<file path="src/rtl/freq_meter_pkg.sv">
// Shared definitions for the frequency meter: FSM encoding, 7-segment codes
// and the decade-weight helper used by the BCD converter.
package freq_meter_pkg;

  typedef enum logic [1:0] {
    COUNT   = 2'd0,
    CONVERT = 2'd1,
    LATCH   = 2'd2
  } state_e;

  // Segment patterns, bit0 = a .. bit6 = g, active high.
  localparam logic [6:0] SEG_0     = 7'b0111111;
  localparam logic [6:0] SEG_1     = 7'b0000110;
  localparam logic [6:0] SEG_2     = 7'b1011011;
  localparam logic [6:0] SEG_3     = 7'b1001111;
  localparam logic [6:0] SEG_4     = 7'b1100110;
  localparam logic [6:0] SEG_5     = 7'b1101101;
  localparam logic [6:0] SEG_6     = 7'b1111101;
  localparam logic [6:0] SEG_7     = 7'b0000111;
  localparam logic [6:0] SEG_8     = 7'b1111111;
  localparam logic [6:0] SEG_9     = 7'b1101111;
  localparam logic [6:0] SEG_BLANK = 7'b0000000;

  function automatic int unsigned pow10(input int unsigned n);
    int unsigned p;
    p = 1;
    for (int unsigned i = 0; i < 8; i++) begin
      if (i < n) p = p * 10;
    end
    return p;
  endfunction

endpackage

</file>
<file path="src/rtl/freq_meter_seven_segment.sv">
// BCD to 7-segment decoder; non-decimal codes blank the digit.
module seven_segment
  import freq_meter_pkg::*;
(
  input  logic [3:0] i_bcd,
  output logic [6:0] o_seg
);

  always_comb begin
    case (i_bcd)
      4'd0:    o_seg = SEG_0;
      4'd1:    o_seg = SEG_1;
      4'd2:    o_seg = SEG_2;
      4'd3:    o_seg = SEG_3;
      4'd4:    o_seg = SEG_4;
      4'd5:    o_seg = SEG_5;
      4'd6:    o_seg = SEG_6;
      4'd7:    o_seg = SEG_7;
      4'd8:    o_seg = SEG_8;
      4'd9:    o_seg = SEG_9;
      default: o_seg = SEG_BLANK;
    endcase
  end

endmodule

</file>
<file path="src/rtl/freq_meter.sv">
// Gated-window frequency meter: counts rising edges over a programmable window,
// converts the count to BCD by repeated subtraction and drives a muxed display.
module freq_meter
  import freq_meter_pkg::*;
#(
  parameter int DIGITS         = 3,
  parameter int PERIOD_BITS    = 16,
  parameter int DEFAULT_PERIOD = 1200,
  parameter int MUX_BITS       = 8
) (
  input  logic                   clk,
  input  logic                   reset,
  input  logic                   signal,
  input  logic [PERIOD_BITS-1:0] period,
  input  logic                   period_load,
  output logic [6:0]             segments,
  output logic [DIGITS-1:0]      digit,
  output logic                   overflow,
  output logic                   update
);

  localparam int unsigned MAX_COUNT = pow10(DIGITS) - 1;
  localparam logic [1:0]  LAST_IDX  = 2'(DIGITS - 1);

  state_e                 r_state;
  logic [2:0]             r_sync;
  logic [PERIOD_BITS-1:0] r_cycles, r_edges, r_period;
  logic [1:0]             r_idx, r_dig_idx;
  logic [3:0]             r_work [4];
  logic [3:0]             r_disp [4];
  logic                   r_ovf_work, r_ovf, r_update;
  logic [MUX_BITS-1:0]    r_refresh;
  logic [DIGITS-1:0]      r_digit;
  logic [6:0]             r_segments;

  state_e                 w_state_next;
  logic                   w_edge, w_terminal, w_ge, w_ovf_in, w_wrap;
  logic [PERIOD_BITS-1:0] w_edges_inc, w_weight;
  logic [1:0]             w_idx_next;
  logic [3:0]             w_bcd_sel;
  logic [6:0]             w_seg;

  assign w_edge      = r_sync[1] & ~r_sync[2];
  assign w_edges_inc = r_edges + PERIOD_BITS'(w_edge);
  assign w_terminal  = (r_cycles == r_period - PERIOD_BITS'(1));
  assign w_weight    = PERIOD_BITS'(pow10(32'(r_idx)));
  assign w_ge        = (r_edges >= w_weight);
  assign w_ovf_in    = (32'(w_edges_inc) > MAX_COUNT);
  assign w_wrap      = &r_refresh;

  // NOTE: every always_comb output gets a default first so no path leaves it unassigned (no latch).
  always_comb begin
    w_state_next = COUNT;
    case (r_state)
      COUNT:   w_state_next = w_terminal ? CONVERT : COUNT;
      CONVERT: w_state_next = (r_ovf_work || (!w_ge && r_idx == 2'd0)) ? LATCH : CONVERT;
      default: w_state_next = COUNT;
    endcase
    if (period_load) w_state_next = COUNT;
  end

  // Segments are decoded from the digit that will be selected next cycle,
  // including a result being latched this cycle, so both outputs move together.
  always_comb begin
    w_idx_next = r_dig_idx;
    if (w_wrap) w_idx_next = (r_dig_idx == LAST_IDX) ? 2'd0 : r_dig_idx + 2'd1;
    w_bcd_sel = (r_state == LATCH && !period_load) ? r_work[w_idx_next] : r_disp[w_idx_next];
  end

  seven_segment u_seven_segment (
    .i_bcd (w_bcd_sel),
    .o_seg (w_seg)
  );

  // NOTE: state uses non-blocking assignments so every register samples pre-edge values.
  always_ff @(posedge clk) begin
    if (reset) begin
      r_state    <= COUNT;
      r_sync     <= '0;
      r_cycles   <= '0;
      r_edges    <= '0;
      r_period   <= PERIOD_BITS'(DEFAULT_PERIOD);
      r_idx      <= '0;
      r_ovf_work <= 1'b0;
      r_ovf      <= 1'b0;
      r_update   <= 1'b0;
      r_refresh  <= '0;
      r_dig_idx  <= '0;
      r_digit    <= DIGITS'(1);
      r_segments <= SEG_0;
      // NOTE: the digit arrays are tiny and visible on the display, so they are reset like flops.
      for (int d = 0; d < 4; d++) begin
        r_work[d] <= '0;
        r_disp[d] <= '0;
      end
    end else begin
      r_sync     <= {r_sync[1:0], signal};
      r_state    <= w_state_next;
      r_update   <= 1'b0;
      r_refresh  <= r_refresh + MUX_BITS'(1);
      r_dig_idx  <= w_idx_next;
      r_digit    <= DIGITS'(1) << w_idx_next;
      r_segments <= w_seg;

      if (period_load) begin
        if (period != '0) r_period <= period;
        r_cycles <= '0;
        r_edges  <= '0;
      end else begin
        case (r_state)
          COUNT: begin
            r_cycles <= r_cycles + PERIOD_BITS'(1);
            r_edges  <= w_edges_inc;
            if (w_terminal) begin
              r_idx      <= LAST_IDX;
              r_ovf_work <= w_ovf_in;
              for (int d = 0; d < 4; d++) r_work[d] <= w_ovf_in ? 4'd9 : 4'd0;
            end
          end
          CONVERT: begin
            if (!r_ovf_work) begin
              if (w_ge) begin
                r_edges        <= r_edges - w_weight;
                r_work[r_idx]  <= r_work[r_idx] + 4'd1;
              end else if (r_idx != 2'd0) begin
                r_idx <= r_idx - 2'd1;
              end
            end
          end
          LATCH: begin
            for (int d = 0; d < 4; d++) r_disp[d] <= r_work[d];
            r_ovf    <= r_ovf_work;
            r_update <= 1'b1;
            r_cycles <= '0;
            r_edges  <= '0;
          end
          default: begin
            r_cycles <= '0;
            r_edges  <= '0;
          end
        endcase
      end
    end
  end

  assign segments = r_segments;
  assign digit    = r_digit;
  assign overflow = r_ovf;
  assign update   = r_update;

endmodule

</file>
<file path="config.mk">
export PLATFORM = sky130hd
export DESIGN_NAME = freq_meter
export DESIGN_NICKNAME = d
export VERILOG_FILES = /design/src/rtl/freq_meter_pkg.sv /design/src/rtl/freq_meter_seven_segment.sv /design/src/rtl/freq_meter.sv
export SDC_FILE = /design/constraint.sdc
export NUM_CORES = 1
export LEC_CHECK = 0
export CAP_MARGIN = 25
export CORE_MARGIN = 10
export CORE_UTILIZATION = 49
export CTS_BUF_LIST = sky130_fd_sc_hd__clkbuf_2 sky130_fd_sc_hd__clkbuf_4 sky130_fd_sc_hd__clkbuf_8
export DETAILED_ROUTE_END_ITERATION = 8
export GPL_ROUTABILITY_DRIVEN = 0
export HOLD_SLACK_MARGIN = 0.05
export PLACE_DENSITY = 0.82
export SLEW_MARGIN = 20
export SYNTH_ARGS = -nofsm -noshare
export SYNTH_HDL_FRONTEND = slang
export SYNTH_HIERARCHICAL = 1
export SYNTH_SLANG_ARGS = --single-unit
</file>
<file path="constraint.sdc">
create_clock -name clk -period 3.31 [get_ports clk]
set_input_delay 0.331 -clock clk [delete_from_list [all_inputs] [get_ports clk]]
set_output_delay 0.331 -clock clk [all_outputs]
set_load 0.03 [all_outputs]
</file>
==> results of run 1 <==
[cell type report]
class | count | area [um2]
flip-flops and latches | 112 | 2566
clock buffers | 9 | 123.9
multi-input cells | 564 | 3921
well taps | 176 | 220.2
clock inverters | 7 | 62.56
inverters | 18 | 67.56
repair buffers | 56 | 514.2
fillers | 1146 | 5819
[layer usage]
metal  track usage [%]  wire [um]  part of all wire [%]  vias up
met1             21.23       6853                    45     2605
met5                 0          0                     0        -
met3             3.262       1095                   7.2       32
met4             7.219        403                   2.6        0
li1                  -          -                     -     2701
met2             25.90       6939                    45      200
[through the flow]
stage               worst slack [ns]  utilization (%)  hold WS [ns]
global route                -0.04362            56.23        0.4673
CTS                         0.002380            55.78        0.4493
global placement            -0.02773            54.33        0.4135
floorplan                    0.03079                -        0.4021
detailed placement           -0.1788            54.33        0.4212
finish                        0.1086            56.23        0.4561
[cell families (layout without fill, tap and decap cells)]
| family | Yosys count | count (layout) | synth area share [%] |
|---|---|---|---|
| AOI/OAI and AO/OA | 129 | 129 | 13.06 |
| xor gates and xnor gates | 54 | 54 | 7.081 |
| adders and majority gates | 32 | 32 | 6.107 |
| buffers and inverters | 55 | 90 | 3.466 |
| DFF | 112 | 112 | 38.37 |
| muxes | 32 | 32 | 7.212 |
| and+or+nand+nor | 317 | 317 | 24.71 |
[layout by cell type, fill, tap and decap left out, drive strengths merged, types with 3 or more instances in the layout]
master,instances
a211o,8
a211oi,5
a21o,5
a21oi,36
a22oi,4
a31oi,8
and2,21
and3,15
and4,6
buf,25
clkbuf,9
clkdlybuf4s50,31
clkinv,4
dfxtp,80
edfxtp,32
ha,31
inv,21
mux2,6
mux2i,14
mux4,12
nand2,65
nand2b,8
nand3,27
nand4,14
nor2,87
nor2b,11
nor3,12
nor4,15
o211ai,5
o21a,6
o21ai,26
o22ai,4
o31ai,4
o32ai,3
or2,10
or3,9
or4,5
xnor2,28
xor2,26
[flip-flops by register name, summed over array words and instances (netlist names), named ones only]
register / cells
update: 1
r_sync: 3
r_period: 16
r_ovf_work: 1
digit: 3
r_edges: 16
overflow: 1
r_disp: 16
segments: 7
r_work: 16
r_idx: 2
r_dig_idx: 2
r_refresh: 8
r_state: 2
r_cycles: 16
[path summary, 6_finish.rpt]
check             cells past startpoint           end         start
setup / recovery                     12    r_edges[4]      r_idx[0]
setup reg to reg                     12    r_edges[4]      r_idx[0]
hold reg to reg                       1  r_refresh[0]  r_refresh[0]
hold / removal                        1  r_refresh[0]  r_refresh[0]
[what timing repair did]
action                                  CTS  global route
endpoints found under the hold margin     0             0
endpoints found under the setup margin   22            49
hold buffers                              0             0
gates resized for setup                   1            12
pin swaps                                 0             2
setup buffers                             0             2
[power by group]
part,switching (uW),internal [uW]
clock network,517,290
registers,32.0,1440
logic,132,108
total,681,1840
[worst reg2reg max path, stage by stage (launching register included)]
cell and delay [ns]:
dfxtp_2 0.39, inv_1 0.11, ha_1 0.23, ha_1 0.22, fa_1 0.39, nand2b_1 0.19, a211oi_1 0.28, o21ai_1 0.16
o21a_1 0.22, buf_4 0.16, nor2_1 0.36, a21oi_1 0.13, o221a_2 0.26
==> flow_metrics.tcl, run 1 <==
set metrics [dict create \
    synth.distinct_cells 74 \
    fmax_mhz 312.4 \
    drc 0 \
    grt_max_degree 38 \
    synth_edf_count 32 \
    critical_path_buf_inv_count 2 \
    postSynthCellCount 731 \
    via_per_inst 5.879 \
    cp_top_family "compound AO/OA/AOI/OAI gates" \
    yosysWarnings 6 \
    cts.sinks 112 \
    syn_avg_cell_area_um2 9.137 \
    ys_ff_latch 112 \
    grt_pass1_wl_um 25020 \
    crit_type "register to register" \
    required_ns 3.62 \
    die_h_um 136.8 \
    syn_area_mm2 0.006679 \
    dpl-instance-area_mm2 0.007223 \
    rows 42 \
    leakage_uw 0.002789 \
    cpMaxStageDelayCell "dfxtp_2" \
    vdd_ir_drop_max_v 0.0001766 \
    port_buffers 31 \
    clkTransAtPathRegs_ns 0.12 \
    min_period_over_period_pct 96.72 \
    period_needed_ns 3.201 \
    die_w_um 136.8 \
    cts_tree "built" \
    p_per_area_mw_per_mm2 337.3 \
    initial_core_util_pct 50.24 \
    tightest_slew_ns 0.8306 \
    nets 813 \
    crit_chain "inv_1 -> ha_1 -> ha_1 -> fa_1 -> nand2b_1 -> a211oi_1 -> o21ai_1 -> o21a_1 -> buf_4 -> nor2_1 -> a21oi_1 -> o221a_2" \
    ios 32 \
    synth_most_common_cell "nor2_1" \
    p_total_uw 2522 \
    outcome "finished clean" \
    synthFlopType "dfxtp_1" \
    clk_latency_ns 0.40 \
    grt_use_total_pct 16.38 \
    final_max_slew_viol_count 0 \
    synth_top_area_share_pct 23.98 \
    critical_path.max_stage_delay_ns 0.39 \
    first_iter_violations 477 \
    rrSetupSlack_ns 0.11 \
    clock_skew_ns 0.01197 \
    relSlewSlack_pct 44.42 \
    synth_area_leaders "dfxtp_1 24%, edfxtp_1 14%, ha_1 5.8%" \
    critPathCaptureType "register" \
    arrival_ns 3.51 \
    grt-ovfl-total 0 \
    antenna_left 0 \
    post-dp-hpwl_um 11120 \
    maxCapViolCount 0 \
    synthArstFlopShare_pct 0 \
    cts-root-buf "clkbuf_8" \
    layout-drive-gt1-share_pct 12.40 \
    coreArea_mm2 0.01330 \
    dieArea_mm2 0.01870 \
    synth_largest_area_cell "dfxtp_1" \
    vias 5538 \
    diodes 0 \
    worstPathMaxFanout 6 \
    cts.path.max_buffers 2 \
    cts_max_level 3 \
    syn-num-nets 783 \
    stdcell_area_mm2 0.007476 \
    setup_viol 0 \
    dp_cells 924 \
    ys_top_cells_by_count "87 x nor2_1, 80 x dfxtp_1, 65 x nand2_1" \
    grt_pass1_vias 5105 \
    cpMostUsedCell "ha_1" \
    routed_wl_um 15290 \
    antenna_found_initial 0 \
    seq_area_frac_synth_pct 38.37 \
    syn2layout_area_growth_pct 11.93 \
    dr.pass1.iters 5 \
    numCtsBuffers 9 \
    hp-class "register to register" \
    finalNonFillerCells 942 \
    finalHoldViolations 0 \
    fin_setup_tns_ns 0 \
    critPathLaunchType "register" \
    routedWlPerCell_um 16.23 \
]
Note: power is estimated with default switching activity, not from simulation.
==> run 2: changes to the inputs <==
- CORE_ASPECT_RATIO: unset -> 0.7
- SKIP_CTS_REPAIR_TIMING: unset -> 1
==> run 2 against run 1 <==
Net effect:
- non-clock buffer count increased by 1
- power about the same
- first-iteration DRC count increased by 18%
- combinational power increased by 2%
- design area increased by 0.55%
- clock skew decreased by 0.0021 ns
- worst hold slack got worse by 0.023 ns
- clock power decreased by 0.7%
- routed wire length increased by 4.6%
- sequential share of layout area decreased by 0.19 points
- critical path type unchanged
==> flow_metrics.tcl, run 2 (same netlist as run 1, synthesis figures left out) <==
set metrics [dict create \
    die_w_um 159.5 \
    dr.pass1.iters 5 \
    rsz0062_at_grt "false" \
    outcome "finished clean" \
    first_iter_violations 562 \
    relSlewSlack_pct 56.71 \
    grt_pass1_vias 5046 \
    routed_wl_um 16000 \
    tightest_slew_ns 0.6477 \
    cts.path.max_buffers 2 \
    maxCapViolCount 0 \
    regToRegStartpoint "r_idx[1]" \
    numCtsBuffers 9 \
    arrival_ns 3.41 \
    layout_commonest_cell "nor2_1" \
    rows 35 \
    cts.sinks 112 \
    cts-root-buf "clkbuf_8" \
    drc 0 \
    p_total_uw 2521 \
    vdd_ir_drop_max_v 0.0002025 \
    required_ns 3.58 \
    layout_common_cells "84 x nor2_1, 77 x dfxtp_1, 65 x nand2_1, 32 x a21oi_1, 32 x edfxtp_1" \
    final_max_slew_viol_count 0 \
    cts_max_level 3 \
    finalHoldViolations 0 \
    fmax_mhz 317.6 \
    routedWlPerCell_um 16.81 \
    diodes 0 \
    worst_slack_ns 0.1618 \
    period_needed_ns 3.148 \
    cts_tree "built" \
    post-dp-hpwl_um 11810 \
    hp-start "r_refresh[0]" \
    grt_pass1_wl_um 26050 \
    fin_setup_tns_ns 0 \
    nets 814 \
    dieArea_mm2 0.01877 \
    syn2layout_area_growth_pct 12.55 \
    critPathLaunchType "register" \
    initial_core_util_pct 50.33 \
    vias 5604 \
    coreArea_mm2 0.01327 \
    hp-class "register to register" \
    p_per_area_mw_per_mm2 335.4 \
    grt_use_total_pct 16.42 \
    clk_latency_ns 0.38 \
    grt-ovfl-total 0 \
    clock_skew_ns 0.009852 \
    port_buffers 31 \
    ios 32 \
    leakage_uw 0.002799 \
    via_per_inst 5.887 \
    layout-drive-gt1-share_pct 13.30 \
    worstPathMaxFanout 5 \
    clkTransAtPathRegs_ns 0.11 \
    critPathCaptureType "register" \
    crit_type "register to register" \
    setup_viol 0 \
    die_h_um 117.7 \
    antenna_left 0 \
    cp-startpoint "r_idx[1]" \
    min_period_over_period_pct 95.11 \
    antenna_found_initial 0 \
    pre_cts_ws_ns -0.1475 \
    grt_max_degree 47 \
]
run 2: cell types whose count changed in the layout (fill, tap and decap cells not counted), sizes merged:
cell	before	now
clkinv	4	1
buf	25	26
clkbuf	9	10
clkinvlp	0	1
inv	21	22
run 2: metal layers:
| layer | GRT usage [%] | vias up | share of wire, % |
|---|---|---|---|
| met2 | 23.08 | 272 | 42 |
| met3 | 3.669 | 24 | 8.6 |
| li1 | - | 2700 | - |
| met4 | 3.406 | 0 | 1.1 |
| met1 | 24.71 | 2608 | 48 |
| met5 | 0 | - | 0 |
run 2: final timing paths:
| path | end | slack (ns) | cells after the start |
|---|---|---|---|
| hold reg to reg | r_refresh[0] | 0.43 | 1 |
| setup reg to reg | r_edges[10] | 0.16 | 14 |
| setup / recovery | r_edges[10] | 0.16 | 14 |
| hold / removal | r_refresh[0] | 0.43 | 1 |
run 2: per-stage QoR:
step / utilization [%] / hold WS, ns / cell area [um2] / instances
CTS: 56.09 / 0.4742 / 7442 / 950
global route: 56.65 / 0.4488 / 7517 / 952
global placement: 54.67 / 0.4142 / 7254 / 934
detailed placement: 54.67 / 0.4553 / 7254 / 934
finish: 56.65 / 0.4328 / 7517 / 952
floorplan: - / 0.4021 / 6684 / 731
run 2: critical path: stages, from the launching register on:
cell and delay [ns]:
dfxtp_2 0.38, inv_1 0.11, ha_1 0.23, nor4_2 0.30
nand2_1 0.10, ha_1 0.23, a21o_1 0.20, or3_1 0.32
o21ai_2 0.16, o21a_2 0.24, buf_4 0.17, o21ai_0 0.08
buf_4 0.18, a221oi_1 0.26, a211oi_1 0.07
run 2: area by class of cell:
cell class | instances | area (um2)
fill | 1114 | 5752
multi-input combinational | 564 | 3946
sequential | 112 | 2566
timing repair buffer | 57 | 518.0
tap | 185 | 231.5
clock buffer | 10 | 137.6
inverter | 18 | 67.56
clock inverter | 6 | 50.05
run 2: power breakdown:
| part | switching, uW | internal (uW) |
|---|---|---|
| Combinational | 136 | 108 |
| Clock | 494 | 307 |
| Sequential | 33.1 | 1440 |
| Total | 663 | 1860 |
==> run 3: changes to the inputs <==
- GPL_ROUTABILITY_DRIVEN: 0 -> unset
==> run 3 against run 2 <==
Net effect:
- first-iteration DRC count is 26% higher
- clock power is 6.9% higher
- design area is 0.73% higher
- sequential share of layout area is 0.25 points lower
- cell count is 0.53% higher
- non-clock buffer count is 5 higher
- global-route usage is 0.17 points higher
- routed wire length is 1.8% higher
- power is 2.3% higher
==> flow_metrics.tcl, run 3 (same netlist as run 1, synthesis figures left out) <==
set metrics [dict create \
    initial_core_util_pct 50.33 \
    rsz0062_at_grt "false" \
    fin_setup_tns_ns 0 \
    clkPwrFrac_pct 33.2 \
    antenna_left 0 \
    coreArea_mm2 0.01327 \
    routed_wl_um 16280 \
    multi_input_area_mm2 0.003936 \
    hp-class "register to register" \
    p_comb_share_pct 9.6 \
    antenna_found_initial 0 \
    p_per_area_mw_per_mm2 340.4 \
    port_buffers 31 \
    tightest_slew_ns 0.6888 \
    pwr-share-seq_pct 57.2 \
    drc 0 \
    first_iter_violations 709 \
    cts.sinks 112 \
    period_needed_ns 3.169 \
    cts-root-buf "clkbuf_8" \
    grt_pass1_wl_um 26500 \
    worstPathMaxFanout 6 \
    cts.path.max_buffers 2 \
    leakage_uw 0.002833 \
    critical_path.max_stage_delay_ns 0.58 \
    dr.pass1.iters 5 \
    fin_util_pct 57.07 \
    p_sw_share_pct 27.87 \
    grt_use_total_pct 16.59 \
    final_max_slew_viol_count 0 \
    vias 5645 \
    routedWlPerCell_um 17.01 \
    crit_chain "inv_1 -> ha_1 -> or4b_1 -> nor4_1 -> o211ai_1 -> nor4_4 -> and3b_4 -> a211o_1" \
    dieArea_mm2 0.01877 \
    ff_latch_area_mm2 0.002566 \
    post-dp-hpwl_um 12070 \
    clock_skew_ns 0.01447 \
    layout_common_cells "85 x nor2_1, 77 x dfxtp_1, 65 x nand2_1, 33 x a21oi_1, 32 x edfxtp_1" \
    grt_pass1_vias 5177 \
    via_per_inst 5.899 \
    vdd_ir_drop_max_v 0.0002215 \
    cts_max_level 3 \
    grt-ovfl-total 0 \
    numCtsBuffers 9 \
    relSlewSlack_pct 53.66 \
    maxCapViolCount 0 \
    diodes 0 \
    layout-drive-gt1-share_pct 13.21 \
    rows 35 \
    n_fill_cell 1128 \
    layout_commonest_cell "nor2_1" \
    min_period_over_period_pct 95.73 \
    die_h_um 117.7 \
    crit_type "register to register" \
    place_congestion 0.9702 \
    critPathLaunchType "register" \
    finalHoldViolations 0 \
    required_ns 3.41 \
    fmax_mhz 315.6 \
    arrival_ns 3.26 \
    nets 819 \
    clk_latency_ns 0.39 \
    critPathCaptureType "register" \
    cts_tree "built" \
    outcome "finished clean" \
    grt_max_degree 47 \
    ios 32 \
    die_w_um 159.5 \
    syn2layout_area_growth_pct 13.38 \
    setup_viol 0 \
    clkTransAtPathRegs_ns 0.12 \
    p_sw_uw 718.5 \
    p_int_uw 1859 \
    cpMaxStageDelayCell "or4b_1" \
    rrSetupSlack_ns 0.14 \
]
-- run 3: area by class of cell --
type / instances / area share, %
repair buffers: 62 / 7.502
flip-flops and latches: 112 / 33.89
inverters: 18 / 0.8923
clock inverters: 7 / 1.041
well taps: 185 / 3.057
multi-input cells: 564 / 51.98
clock buffers: 9 / 1.636
-- run 3: metrics by stage --
step                      instance area [um2]  worst slack, ns  total power (uW)  hold slack (ns)  std cells
after floorplan                          6684          0.03079              1660           0.4021        731
after global placement                   7269         -0.06760              1738           0.4127        936
after detailed placement                 7269          -0.1966              1744           0.4305        936
after CTS                                7472          -0.2210              2580           0.4664        952
after global routing                     7572         0.005833              2678           0.4902        957
final                                    7572           0.1414              2578           0.4670        957
-- run 3: power by group through the flow --
stage	sequential, uW	combinational [uW]	clock, uW
after global routing	1480	267	932
final	1470	247	856
after global placement	1500	234	0
after CTS	1470	242	864
after floorplan	1500	157	0
after detailed placement	1510	239	0
-- run 3: metal layers --
metal  GRT usage (%)  vias up  part of all wire, %
met5               0        -                    0
met4           3.580        0                  1.7
met3           3.459       28                  7.8
met2           23.62      247                   42
met1           24.85     2668                   49
li1                -     2702                    -
-- run 3: worst paths after layout --
path	startpoint	to	cells after the start
max	r_period[0]	r_work[1][3]	8
min	r_refresh[0]	r_refresh[0]	1
max reg2reg	r_period[0]	r_work[1][3]	8
min reg2reg	r_refresh[0]	r_refresh[0]	1
-- run 3: critical path, delay by kind of cell (launching register included) --
family	cells	cell delay, ns
simple gates	4	1.70
compound gates	2	0.46
flops	1	0.38
fa+ha+maj	1	0.26
buf+inv	1	0.08
